### config.mk
export PLATFORM = sky130hd
export DESIGN_NAME = wb_port_arbiter
export DESIGN_NICKNAME = d
export VERILOG_FILES = /design/src/rtl/wb_port_arbiter.sv
export SDC_FILE = /design/constraint.sdc
export NUM_CORES = 1
export LEC_CHECK = 0
export ABC_AREA = 0
export CAP_MARGIN = 30
export CORE_MARGIN = 5
export CORE_UTILIZATION = 45
export DETAILED_ROUTE_END_ITERATION = 12
export PLACE_DENSITY_LB_ADDON = 0.1
export SLEW_MARGIN = 20
export SYNTH_ARGS = -nofsm -noshare
export SYNTH_HDL_FRONTEND = slang
export SYNTH_SLANG_ARGS = --single-unit
### constraint.sdc
create_clock -name clk -period 6.3 [get_ports clk]
set_input_delay 0.945 -clock clk [delete_from_list [all_inputs] [get_ports clk]]
set_output_delay 0.945 -clock clk [all_outputs]
set_load 0.02 [all_outputs]
### src/rtl/wb_port_arbiter.sv
// Register-file write-port arbiter: shares one write port between pipeline writeback and a
// queued auxiliary result source. Optional starvation guard enabled by STARVE_GUARD_EN.
module wb_port_arbiter #(
  parameter int Width        = 32,
  parameter int RegAddrWidth = 4,
  parameter int QDepth       = 2,
  parameter int StarveLimit  = 4
) (
  input  logic                      clk,
  input  logic                      rst,
  input  logic                      pipe_wb_en_in,
  input  logic [RegAddrWidth-1:0]   pipe_wb_dest_in,
  input  logic [Width-1:0]          pipe_wb_value_in,
  input  logic                      aux_valid_in,
  input  logic [RegAddrWidth-1:0]   aux_dest_in,
  input  logic [Width-1:0]          aux_value_in,
  output logic                      aux_ready_out,
  output logic                      rf_we_out,
  output logic [RegAddrWidth-1:0]   rf_waddr_out,
  output logic [Width-1:0]          rf_wdata_out,
  output logic                      stall_out,
  output logic [$clog2(QDepth):0]   aux_count_out
);

  localparam int PtrW = $clog2(QDepth);
  localparam int CntW = PtrW + 1;

  logic [RegAddrWidth-1:0] dest_mem  [QDepth];
  logic [Width-1:0]        value_mem [QDepth];

  logic [PtrW-1:0] rd_ptr_q, rd_ptr_d;
  logic [PtrW-1:0] wr_ptr_q, wr_ptr_d;
  logic [CntW-1:0] count_q, count_d;
  logic            stall_q;
  logic            enq;
  logic            grant_aux;

  // Readiness looks at occupancy only, so a full queue refuses even while draining.
  assign aux_ready_out = rst && (count_q != CntW'(QDepth));
  assign enq           = aux_valid_in && aux_ready_out;
  assign grant_aux     = rst && (count_q != '0) && (!pipe_wb_en_in || stall_q);

  always_comb begin
    rd_ptr_d = rd_ptr_q;
    wr_ptr_d = wr_ptr_q;
    count_d  = count_q;
    if (enq) begin
      wr_ptr_d = wr_ptr_q + PtrW'(1);
    end
    if (grant_aux) begin
      rd_ptr_d = rd_ptr_q + PtrW'(1);
    end
    case ({enq, grant_aux})
      2'b10:   count_d = count_q + CntW'(1);
      2'b01:   count_d = count_q - CntW'(1);
      default: count_d = count_q;
    endcase
  end

  always_ff @(posedge clk) begin
    if (!rst) begin
      rd_ptr_q <= '0;
      wr_ptr_q <= '0;
      count_q  <= '0;
    end else begin
      rd_ptr_q <= rd_ptr_d;
      wr_ptr_q <= wr_ptr_d;
      count_q  <= count_d;
    end
  end

  always_ff @(posedge clk) begin
    if (enq) begin
      dest_mem[wr_ptr_q]  <= aux_dest_in;
      value_mem[wr_ptr_q] <= aux_value_in;
    end
  end

`ifdef STARVE_GUARD_EN
  localparam int StW = $clog2(StarveLimit + 1);

  logic [StW-1:0] starve_q;
  logic [StW-1:0] starve_inc;

  assign starve_inc = starve_q + StW'(1);

  // A stall cycle always grants the head, so stall_q drops on the following edge.
  always_ff @(posedge clk) begin
    if (!rst) begin
      starve_q <= '0;
      stall_q  <= 1'b0;
    end else if ((count_q == '0) || grant_aux) begin
      starve_q <= '0;
      stall_q  <= 1'b0;
    end else if (starve_inc == StW'(StarveLimit)) begin
      starve_q <= '0;
      stall_q  <= 1'b1;
    end else begin
      starve_q <= starve_inc;
      stall_q  <= 1'b0;
    end
  end
`else
  assign stall_q = 1'b0;
`endif

  always_comb begin
    rf_we_out    = 1'b0;
    rf_waddr_out = '0;
    rf_wdata_out = '0;
    if (grant_aux) begin
      rf_we_out    = 1'b1;
      rf_waddr_out = dest_mem[rd_ptr_q];
      rf_wdata_out = value_mem[rd_ptr_q];
    end else if (rst && pipe_wb_en_in && !stall_q) begin
      rf_we_out    = 1'b1;
      rf_waddr_out = pipe_wb_dest_in;
      rf_wdata_out = pipe_wb_value_in;
    end
  end

  assign stall_out     = stall_q;
  assign aux_count_out = count_q;

endmodule

==> impl_summary.txt <==
----------------------------------------------------
[Run status]
  Run status ... finished, final reports clean

[Setup path]
  Data required time at the worst endpoint ... 5350 ps
  Launching point of the worst reg2reg path ... aux_count_out[0]$_SDFFE_PN0P_
  Startpoint types ... input pin
  Capture point of the worst reg-to-reg path ... aux_count_out[1]$_SDFFE_PN0P_
  Critical path's most frequent cell ... sky130_fd_sc_hd__clkdlybuf4s50_1
  Arrival time reported for the critical path endpoint ... 3230 ps
  Worst-path cell with the longest stage delay ... sky130_fd_sc_hd__clkdlybuf4s50_1
  Type of the worst setup path ... input pin to primary output
  Critical path startpoint ... rst
  Number of cells on the worst reg-to-reg path ... 7
  Worst path max stage delay ... 640 ps
  Setup crit end ... rf_waddr_out[3]
  Register-to-register path setup slack ... 4110 ps
  Cell chain of the critical path ... clkdlybuf4s50_1, and2_1, buf_4, nand2_1, o21ai_0, clkdlybuf4s50_1
  Worst-path maximum fanout ... 20
  Category of the worst setup path capture point ... primary output

[Place]
  Number of input and output port buffers inserted ... 115
  Placed cells ... 428
  Detailed-placement wirelength estimate ... 4920 um
  Routability congestion estimate ... 0.684

[Timing]
  Setup TNS ... 0 ps
  Setup Skew ... 5.62 ps
  Final Hold Fails ... 0
  RSZ-0062 raised after global routing ... no
  Peak Freq ... 239 MHz
  Number of setup violations in the final report ... 0
  Final critical delay including setup and external delays ... 4180 ps
  Share of the clock period used by the worst path ... 66.3%
  Worst slew margin ... 42.1%
  Slew Limit Fails ... 0
  Least-Margin Pin Slew ... 869 ps

[Synth]
  Mapped cell area ... 3330 um2
  Proportion of netlist area held by the largest area contributor ... 65.0%
  Proportion of synthesized chip area in sequential cells ... 68.0%
  Cell types with the largest area share after synthesis ... sky130_fd_sc_hd__edfxtp_1 (65%), sky130_fd_sc_hd__mux2i_1 (11%), sky130_fd_sc_hd__o21ai_2 (7.6%)
  Area leader, netlist ... sky130_fd_sc_hd__edfxtp_1
  Total number of yosys warnings ... 0
  Distinct cell type count after synthesis ... 27
  Synthesized Nets ... 300
  Avg Inst Size Synth ... 14.9 um2
  Number of synthesized register bits ... 77
  Number of standard cells after synthesis ... 223

[Floorplan]
  Die width ... 96 um
  Overall die area ... 9220 um2
  Starting density of the core ... 46.1%
  Placeable core region ... 7210 um2
  I/O pin count ... 117
  Number of placement rows ... 31
  Chip height ... 96 um

[Drt]
  Total number of vias ... 2108
  DRC violations left ... 0
  Final wirelength ... 6660 um
  Antenna Nets Post-Route ... 0
  Number of DRC violations after detailed-routing iteration 0 ... 63
  Pre-Repair DR Iteration Count ... 4
  Average detailed-routed wire length per instance ... 15.0 um
  Post-DR vias/cell ... 4.75

[Cells and area]
  Fraction of layout cells with a size suffix above 1 ... 14.8%
  N_diodes ... 0
  Area growth, synth to finish ... 42.9%
  Nets ... 417
  Cell Count, Final, Fillers Out ... 444
  Final core occ ... 65.9%

[Global routing]
  Vias in the first global route ... 2133
  Antenna violations before repair ... 0
  Overall routing resource usage ... 15.0%
  Total congestion overflow ... 0
  Largest net degree at the start of global routing ... 37
  Global-route wire length before repair ... 10300 um
  Global Route met3 Usage ... 4.07%
  Met2 routing resource usage after global routing ... 24.2%
  Global route hottest layer ... met2
  Met1 usage in global routing ... 19.0%

[Clock network]
  CTS tree ... done
  Clock buffer count from CTS ... 9
  Number of H-tree branching levels ... 3
  CTS Root Cell ... sky130_fd_sc_hd__clkbuf_8
  Clock edge transition at the registers on the reported setup and hold paths ... 70 ps
  Buffers from clock root to sink, at most ... 2
  Later-pin clock latency in the skew report ... 330 ps
  Number of gates resized after CTS ... 0
  Clk sink count ... 77
  Post-CTS Setup Repair Bufs ... 0
  Count of hold-fix buffers inserted at cts ... 0

[Power and ir drop]
  Total power ... 1.19 mW
  Max rail drop VDD ... 0.170 mV
  PwrDens ... 250 nW/um2
  Total leakage power ... 1.59 nW

[Flow run]
  Max_cap viols ... 0

[Min path]
  Path class of the lowest-slack min-delay path ... register to register

----------------------------------------------------
==> placed cells by master, fill, tap and decap left out, types with 2 or more instances in the layout <==
cell type                         netlist  final
sky130_fd_sc_hd__nor2_1                 5      4
sky130_fd_sc_hd__mux2i_1               37     37
sky130_fd_sc_hd__clkbuf_8               0     11
sky130_fd_sc_hd__and2_1                 2      2
sky130_fd_sc_hd__clkbuf_1               0      4
sky130_fd_sc_hd__xor2_1                 2      2
sky130_fd_sc_hd__clkdlybuf4s50_1        0    115
sky130_fd_sc_hd__dfxtp_1                5      4
sky130_fd_sc_hd__o21ai_2               29     29
sky130_fd_sc_hd__buf_12                 3      2
sky130_fd_sc_hd__nand2_1               37     37
sky130_fd_sc_hd__o21ai_0                8      8
sky130_fd_sc_hd__edfxtp_1              72     72
==> metal layers <==
metal | vias up | routed length (um)
li1 | 1059 | -
met1 | 965 | 2840
met2 | 75 | 3270
met3 | 9 | 460
met4 | 0 | 91
met5 | - | 0
==> power breakdown <==
group          internal [mW]  switching [mW]  leakage [nW]
registers              0.590          0.0167         0.702
logic                  0.119           0.104         0.790
clock network          0.206           0.154        0.0979
total                  0.915           0.275          1.59
==> area by class of cell <==
type / instances / area (um2)
fill: 577 / 2460
sequential: 77 / 2260
timing repair buffer: 119 / 1230
multi-input combinational: 131 / 937
clock buffer: 15 / 166
tap: 99 / 124
clock inverter: 1 / 30.0
inverter: 2 / 7.51
==> stage by stage <==
step           area, um2  worst slack (ps)  hold slack, ps
2_1_floorplan       3330              3260             446
3_3_place_gp        4490              2130             495
3_5_place_dp        4560              2070             504
4_1_cts             4750              2070             521
5_1_grt             4750              1940             564
6_report            4750              2120             515
==> flip-flops by register name, summed over array words and instances (netlist names), named ones only <==
register,flops
aux_count_out,2
dest_mem,8
rd_ptr_q,1
value_mem,64
wr_ptr_q,1
==> synthesized netlist by cell type, drive strengths merged <==
master / number
xor2: 2
clkbuf: 1
nor2: 5
o21ai: 37
dfxtp: 5
nand2: 37
a21oi: 1
o21bai: 1
inv: 2
nor3: 1
ha: 1
or3: 1
xnor2: 1
and2: 2
buf: 12
conb: 1
and3: 1
nand2b: 1
mux2i: 37
nand3: 1
edfxtp: 72
or2: 1
==> how the worst min path moves through the flow <==
stage,to,slack (ps),from,depth (start not counted)
2_1_floorplan,wr_ptr_q$_SDFFE_PN0P_,450,wr_ptr_q$_SDFFE_PN0P_,1
3_3_place_gp,wr_ptr_q$_SDFFE_PN0P_,490,wr_ptr_q$_SDFFE_PN0P_,1
3_5_place_dp,wr_ptr_q$_SDFFE_PN0P_,500,wr_ptr_q$_SDFFE_PN0P_,1
4_1_cts,wr_ptr_q$_SDFFE_PN0P_,520,wr_ptr_q$_SDFFE_PN0P_,1
5_1_grt,wr_ptr_q$_SDFFE_PN0P_,560,wr_ptr_q$_SDFFE_PN0P_,1
6_report,wr_ptr_q$_SDFFE_PN0P_,510,wr_ptr_q$_SDFFE_PN0P_,1
==> kinds of logic (layout without fill, tap and decap cells) <==
| kind of cell | count (synthesis) | count (layout) | synth area share [%] |
|---|---|---|---|
| flip-flops | 77 | 77 | 68.0 |
| AO/OA/AOI/OAI | 39 | 39 | 9.32 |
| AND/OR/NAND/NOR | 50 | 50 | 6.17 |
| XOR/XNOR | 3 | 3 | 0.790 |
| multiplexers | 37 | 37 | 11.1 |
| buffers and inverters | 15 | 137 | 4.13 |
| other | 1 | 1 | 0.113 |
| adder cells (fa/ha/maj) | 1 | 1 | 0.376 |
==> worst max-delay path, delay by kind of cell <==
family	cells	cell delay, ps
simple gates	2	650
buf+inv	3	1540
compound gates	1	80
No activity file was read; power rests on OpenSTA's default activity.
